$ cat src/rtl/apb_pkg.sv
// Shared types and default widths for the APB master bridge.
package apb_pkg;

    localparam int unsigned APB_ADDR_W = 32;
    localparam int unsigned APB_DATA_W = 32;

    typedef enum logic [1:0] {
        IDLE   = 2'd0,
        SETUP  = 2'd1,
        ACCESS = 2'd2
    } apb_state_e;

    typedef struct packed {
        logic                  write;
        logic [APB_ADDR_W-1:0] addr;
        logic [APB_DATA_W-1:0] wdata;
    } apb_req_t;

endpackage

$ cat src/rtl/apb_wait_timer.sv
// Counts ACCESS wait cycles; expire flags the TIMEOUT-th consecutive enabled cycle.
module apb_wait_timer #(
    parameter int unsigned TIMEOUT = 16
) (
    input  logic clk,
    input  logic rst,
    input  logic clear,
    input  logic enable,
    output logic expire
);

    localparam int unsigned CNT_W = $clog2(TIMEOUT + 1);

    logic [CNT_W-1:0] cnt_q;

    always_ff @(posedge clk or posedge rst) begin
        if (rst) begin
            cnt_q <= '0;
        end else if (clear) begin
            cnt_q <= '0;
        end else if (enable) begin
            cnt_q <= cnt_q + CNT_W'(1);
        end
    end

    // Combinational so the abort lands on the same edge as the T-th low-ready cycle.
    assign expire = enable && (cnt_q == CNT_W'(TIMEOUT - 1));

endmodule

$ cat src/rtl/apb_master_bridge.sv
// APB requester: turns single write/read requests into SETUP/ACCESS bus sequences.
module apb_master_bridge
    import apb_pkg::*;
#(
    parameter int unsigned ADDR_W  = APB_ADDR_W,
    parameter int unsigned DATA_W  = APB_DATA_W,
    parameter int unsigned TIMEOUT = 16
) (
    input  logic              PCLK,
    input  logic              PRESET,
    input  logic              TRANSFER,
    input  logic              write,
    input  logic              read,
    input  logic [ADDR_W-1:0] apb_write_address,
    input  logic [DATA_W-1:0] apb_write_data,
    input  logic [ADDR_W-1:0] apb_read_address,
    output logic              busy,
    output logic              psel1,
    output logic              PENABLE,
    output logic              PWRITE,
    output logic [ADDR_W-1:0] PADDR,
    output logic [DATA_W-1:0] PWDATA,
    input  logic [DATA_W-1:0] PRDATA,
    input  logic              pready1,
    input  logic              PSLVERR,
    output logic [DATA_W-1:0] apb_read_out,
    output logic              done,
    output logic              err,
    output logic              timeout
);

    apb_state_e        state_q, state_d;
    apb_req_t          req_q, req_d;
    logic              psel_d, penable_d, done_d, err_d, timeout_d;
    logic [DATA_W-1:0] rdata_d;
    logic              accept, wait_expire, timer_clear, timer_en;

    assign accept      = TRANSFER && (write || read);
    assign timer_clear = (state_q == SETUP);
    assign timer_en    = (state_q == ACCESS) && !pready1;

    apb_wait_timer #(.TIMEOUT(TIMEOUT)) u_wait_timer (
        .clk    (PCLK),
        .rst    (PRESET),
        .clear  (timer_clear),
        .enable (timer_en),
        .expire (wait_expire)
    );

    always_ff @(posedge PCLK or posedge PRESET) begin
        if (PRESET) begin
            state_q <= IDLE;
        end else begin
            state_q <= state_d;
        end
    end

    always_comb begin
        state_d = state_q;
        case (state_q)
            IDLE:    if (accept) state_d = SETUP;
            SETUP:   state_d = ACCESS;
            ACCESS:  if (pready1 || wait_expire) state_d = IDLE;
            default: state_d = IDLE;
        endcase
    end

    // Next values for the registered outputs; bus strobes follow the next state.
    always_comb begin
        req_d     = req_q;
        psel_d    = (state_d != IDLE);
        penable_d = (state_d == ACCESS);
        done_d    = 1'b0;
        err_d     = err;
        timeout_d = timeout;
        rdata_d   = apb_read_out;
        if ((state_q == IDLE) && accept) begin
            req_d.write = write;
            req_d.addr  = write ? APB_ADDR_W'(apb_write_address) : APB_ADDR_W'(apb_read_address);
            req_d.wdata = APB_DATA_W'(apb_write_data);
        end
        if (state_q == ACCESS) begin
            if (pready1) begin
                done_d    = 1'b1;
                err_d     = PSLVERR;
                timeout_d = 1'b0;
                if (!req_q.write && !PSLVERR) begin
                    rdata_d = PRDATA;
                end
            end else if (wait_expire) begin
                done_d    = 1'b1;
                err_d     = 1'b1;
                timeout_d = 1'b1;
            end
        end
    end

    always_ff @(posedge PCLK or posedge PRESET) begin
        if (PRESET) begin
            req_q        <= '0;
            psel1        <= 1'b0;
            PENABLE      <= 1'b0;
            done         <= 1'b0;
            err          <= 1'b0;
            timeout      <= 1'b0;
            apb_read_out <= '0;
        end else begin
            req_q        <= req_d;
            psel1        <= psel_d;
            PENABLE      <= penable_d;
            done         <= done_d;
            err          <= err_d;
            timeout      <= timeout_d;
            apb_read_out <= rdata_d;
        end
    end

    assign busy   = (state_q != IDLE);
    assign PWRITE = req_q.write;
    assign PADDR  = ADDR_W'(req_q.addr);
    assign PWDATA = DATA_W'(req_q.wdata);

endmodule

$ cat config.mk
export PLATFORM = sky130hd
export DESIGN_NAME = apb_master_bridge
export DESIGN_NICKNAME = d
export VERILOG_FILES = /design/src/rtl/apb_pkg.sv /design/src/rtl/apb_wait_timer.sv /design/src/rtl/apb_master_bridge.sv
export SDC_FILE = /design/constraint.sdc
export NUM_CORES = 1
export LEC_CHECK = 0
export ABC_AREA = 1
export CAP_MARGIN = 40
export CORE_MARGIN = 2
export CORE_UTILIZATION = 30
export DETAILED_ROUTE_END_ITERATION = 8
export GPL_ROUTABILITY_DRIVEN = 0
export SLEW_MARGIN = 20
export SYNTH_ARGS = -nofsm -noshare
export SYNTH_HDL_FRONTEND = slang
export SYNTH_SLANG_ARGS = --single-unit
$ cat constraint.sdc
create_clock -name PCLK -period 6.8 [get_ports PCLK]
set_input_delay 1.36 -clock PCLK [delete_from_list [all_inputs] [get_ports PCLK]]
set_output_delay 1.36 -clock PCLK [all_outputs]
set_load 0.05 [all_outputs]
Yosys cells after proc, flatten, opt, wreduce, memory -nomap -nowiden
Index checks and enable logic that the tools add are counted.
{"block": "totals", "reg_bits": 109, "latch_bits": 0, "ramBits": 0, "rom_bits": 0, "inputBits": 135, "out_inout_bits": 103, "elab_cells": 45, "n_memories": 0}
{"block": "op_classes", "addsub": 1, "multipliers": 0, "n_div": 0, "magnitude_cmp": 0, "n_eq_ne": 4, "shifts": 0, "mux": 12, "n_bitwise": 0, "reduce_logical": 17}
{"cell": "32-bit two-way mux", "count": 1}
{"cell": "5-bit two-way mux", "count": 2}
{"cell": "2-bit nonzero test", "count": 4}
{"cell": "1-bit two-way mux", "count": 6}
{"cell": "2-bit case mux with 3 select lines", "count": 1}
{"cell": "5-bit by 1-bit adder with 5-bit output, second input constant", "count": 1}
{"cell": "5-bit by 4-bit equality test with 1-bit output, second input constant", "count": 1}
{"cell": "1-bit logical AND", "count": 5}
{"cell": "2-bit equality test, second input constant", "count": 2}
{"cell": "2-bit two-way mux", "count": 2}
{"cell": "1-bit logical NOT", "count": 3}
{"cell": "3-bit AND reduction", "count": 1}
{"cell": "2-bit by 1-bit equality test with 1-bit output, second input constant", "count": 1}
{"cell": "2-bit logical NOT", "count": 1}
{"cell": "1-bit logical OR", "count": 2}
{"cell": "2-bit AND reduction", "count": 1}

Depth between registers and ports, before layout
{"block": "depth", "word_depth": 7, "depth_mapped": 8}

By module
A second synthesis with hierarchy kept.
{"block": "hier_totals", "cells_unflattened": 598, "hier_area_um2": 4860.9}
{"module": "apb_master_bridge", "n_inst": 1, "cells_each": 564, "area_each_um2": 4581.9, "seq_area_each_um2": 2602.5}
{"module": "apb_wait_timer", "n_inst": 1, "cells_each": 34, "area_each_um2": 279.0, "seq_area_each_um2": 125.1}

Least setup slack after synthesis
Ideal clock, no wire load.
{"block": "synth_timing", "path_type": "reg-to-output", "from": "register state_q[0]", "to": "output port busy", "arrival_time_ns": 1.069, "t_required_ns": 5.440, "slack_ns": 4.371, "stages_incl_launch_ff": 5, "cell_sequence": "dfrtp_1 > nor2_2 > buf_4 > buf_4 > inv_1"}
{"block": "synth_via", "elab_chain_cells": 1}
{"element": "start, declared", "line": "apb_master_bridge.sv:32", "text": "apb_state_e state_q, state_d;"}
{"element": "start signal, assigned", "line": "apb_master_bridge.sv:54", "text": "state_q <= state_d;"}
{"element": "2-bit nonzero test", "line": "apb_master_bridge.sv:118", "text": "assign busy = (state_q != IDLE);"}
{"element": "end, declared", "line": "apb_master_bridge.sv:17", "text": "output logic busy,"}
No other way between the ends.

Final worst setup path
Ends and elaborated chain as after synthesis.

==> flow_summary.json <==
{
  "cts.repair.resized": 0,
  "finalMaxSlewViolations": 0,
  "critPathCaptureType": "output pin",
  "port_buffers": 237,
  "core_region_area_um2": 15800,
  "dp_cells": 1021,
  "worst_setup_path_start_kind": "flip-flop",
  "clock_latency_ps": 350,
  "synth_warnings": 0,
  "final_cells": 1037,
  "synthesis.area_um2": 4820,
  "cts_root_buf": "clkbuf_16",
  "synthXorXnorAreaFrac_pct": 0,
  "pwr_density_cell_nw_per_um2": 458,
  "irDropWorstVdd_v": 0.000223,
  "yosys-top-cells-area": "dfrtp_1 57%, nand2_1 24%, nand3_1 11%",
  "r2r_slack_ps": 4430,
  "drt-total-wl_mm": 14.6,
  "outcome": "finished, final reports clean",
  "rsz0062_at_grt": "no",
  "synth.avg_cell_area_um2": 8.09,
  "track_usage_pct": 17.0,
  "drt_iter0_drc": 207,
  "worst_slack_ps": 3130,
  "met3_length_mm": 1.39,
  "yosysTopAreaCell": "dfrtp_1",
  "setup_violations": 0,
  "placement_rows": 46,
  "fin_nets": 953,
  "tns_ps": 0,
  "p_leak_nw": 3.78,
  "worstPathRequired_ps": 5440,
  "slew_headroom_pct": 49.0,
  "m1WireLength_mm": 6.40,
  "layout_common_cells": "312 x nand2_1, 237 x clkdlybuf4s50_1, 109 x dfrtp_1",
  "p_total_mw": 3.51,
  "fmax_ghz": 0.273,
  "start_util_pct": 30.5,
  "maxCapViolCount": 0,
  "synthAdderAreaFrac_pct": 0.519,
  "period_needed_ps": 3670,
  "worst_slew_pin_slew_ps": 765,
  "route.detailed.drc": 0,
  "die_x_um": 131,
  "grt_max_degree": 68,
  "synthesis.nets": 733,
  "drive_above_1_share_pct": 4.14,
  "num_antenna_cells": 0,
  "hold_violations": 0,
  "ios": 238,
  "dieArea_um2": 17100,
  "synth_mux_area_share_pct": 0,
  "antenna_found_initial": 0,
  "drtAntennaViolNets": 0,
  "dpl.hpwl_mm": 10.6,
  "dp_slack_ps": 3340,
  "syn_inst": 596,
  "via_per_inst": 4.52,
  "grt_pass1_wl_mm": 22.6,
  "met2_length_mm": 6.61,
  "critPathArrivalTime_ps": 2310,
  "clockBufferDepth": 2,
  "clock_sinks": 109,
  "yosysSeqAreaShare_pct": 56.5,
  "critPathKind": "reg -> out",
  "final_common_cell": "nand2_1",
  "nFillCells": 1489,
  "area_growth_pct": 58.8,
  "synth_top_cell_area_share_pct": 56.5,
  "cts_made_buffers": 9,
  "finalCritPeriodShare_pct": 53.9,
  "synth_top_family_by_area": "simple AND/OR/NAND/NOR gates",
  "clk_pin_slew_worst_paths_ps": 70,
  "htree_levels": 3,
  "top_layer": "met4",
  "overflow": 0,
  "synth-compound-area-share_pct": 0.208,
  "via_count": 4689,
  "postLayoutCoreUtil_pct": 48.4,
  "wire_per_inst_um": 14.1,
  "synth-simple-area-share_pct": 37.0,
  "grt_pass1_vias": 4444,
  "path_max_fanout": 67,
  "firstDrtPassIters": 4,
  "synth.distinct_cells": 19,
  "cts-hold-fix-buffers": 0,
  "hold_class": "reg -> reg",
  "ys_ff_latch": 109,
  "clock_skew_ps": 8.83,
  "tritoncts": "yes",
  "post-cts-setup-buffers": 0,
  "fp.dieH_um": 131
}
-- state kept, by name, summed over array words and instances (netlist names) --
register	flops
PWRITE	1
apb_read_out	32
timeout	1
state_q	2
PWDATA	32
psel1	1
PENABLE	1
u_wait_timer.cnt_q	5
err	1
PADDR	32
done	1
-- where the power goes --
group	switching, mW	internal, mW
clock	0.235	0.288
sequential	0.155	0.905
combinational	1.31	0.616
-- routing by layer --
layer / track usage [%] / vias to the layer above
li1: - / 2306
met1: 22.1 / 2161
met2: 27.2 / 207
met3: 5.54 / 15
met4: 4.82 / 0
met5: 0 / -
-- cell families (layout without fill, tap and decap cells) --
group	Yosys count	after routing
buffers and inverters	51	276
flip-flops	109	109
AND/OR/NAND/NOR	432	432
AO/OA/AOI/OAI	2	2
adder cells (fa/ha/maj)	2	2
-- critical path: stages, from the launching register on --
cell	delay (ps)
dfrtp_1	440
nor2_4	90
buf_4	570
inv_1	90
clkdlybuf4s50_1	720
-- path summary, 6_finish.rpt --
kind | depth (start not counted) | to | start
worst min register to register | 2 | PADDR[26] | PADDR[26]
worst min-delay path | 2 | PADDR[26] | PADDR[26]
min in group asynchronous | 2 | PWDATA[31] | PRESET
worst max-delay path | 4 | busy | state_q[0]
worst max register to register | 6 | PADDR[10] | state_q[0]
max in group asynchronous | 4 | PWDATA[18] | PRESET
-- layout make-up --
class	instances	area, um2	area share, %
inverter	14	55.1	0.719
sequential	109	2730	35.6
timing repair buffer	246	2480	32.4
clock inverter	3	17.5	0.229
clock buffer	13	280	3.66
multi-input combinational	436	1830	23.9
tap	216	270	3.53
-- through the flow --
stage	hold WS, ps	area (um2)
floorplan	469	4820
global placement	453	7290
detailed placement	457	7360
CTS	474	7660
global route	491	7660
finish	470	7660
-- cell usage after synthesis --
| cell | number |
|---|---|
| nand4_1 | 1 |
| a21oi_1 | 1 |
| dfrtp_1 | 109 |
| inv_2 | 1 |
| nor2_1 | 6 |
| ha_1 | 2 |
| buf_2 | 18 |
| buf_1 | 2 |
| clkbuf_1 | 3 |
| buf_6 | 3 |
| inv_1 | 13 |
| nand2_1 | 312 |
| buf_4 | 11 |
| nor2_2 | 2 |
| nand2_2 | 1 |
| o21ai_0 | 1 |
| nand3_1 | 107 |
| nor2_4 | 2 |
| or2_2 | 1 |
Power figures use the tool's default switching activity.
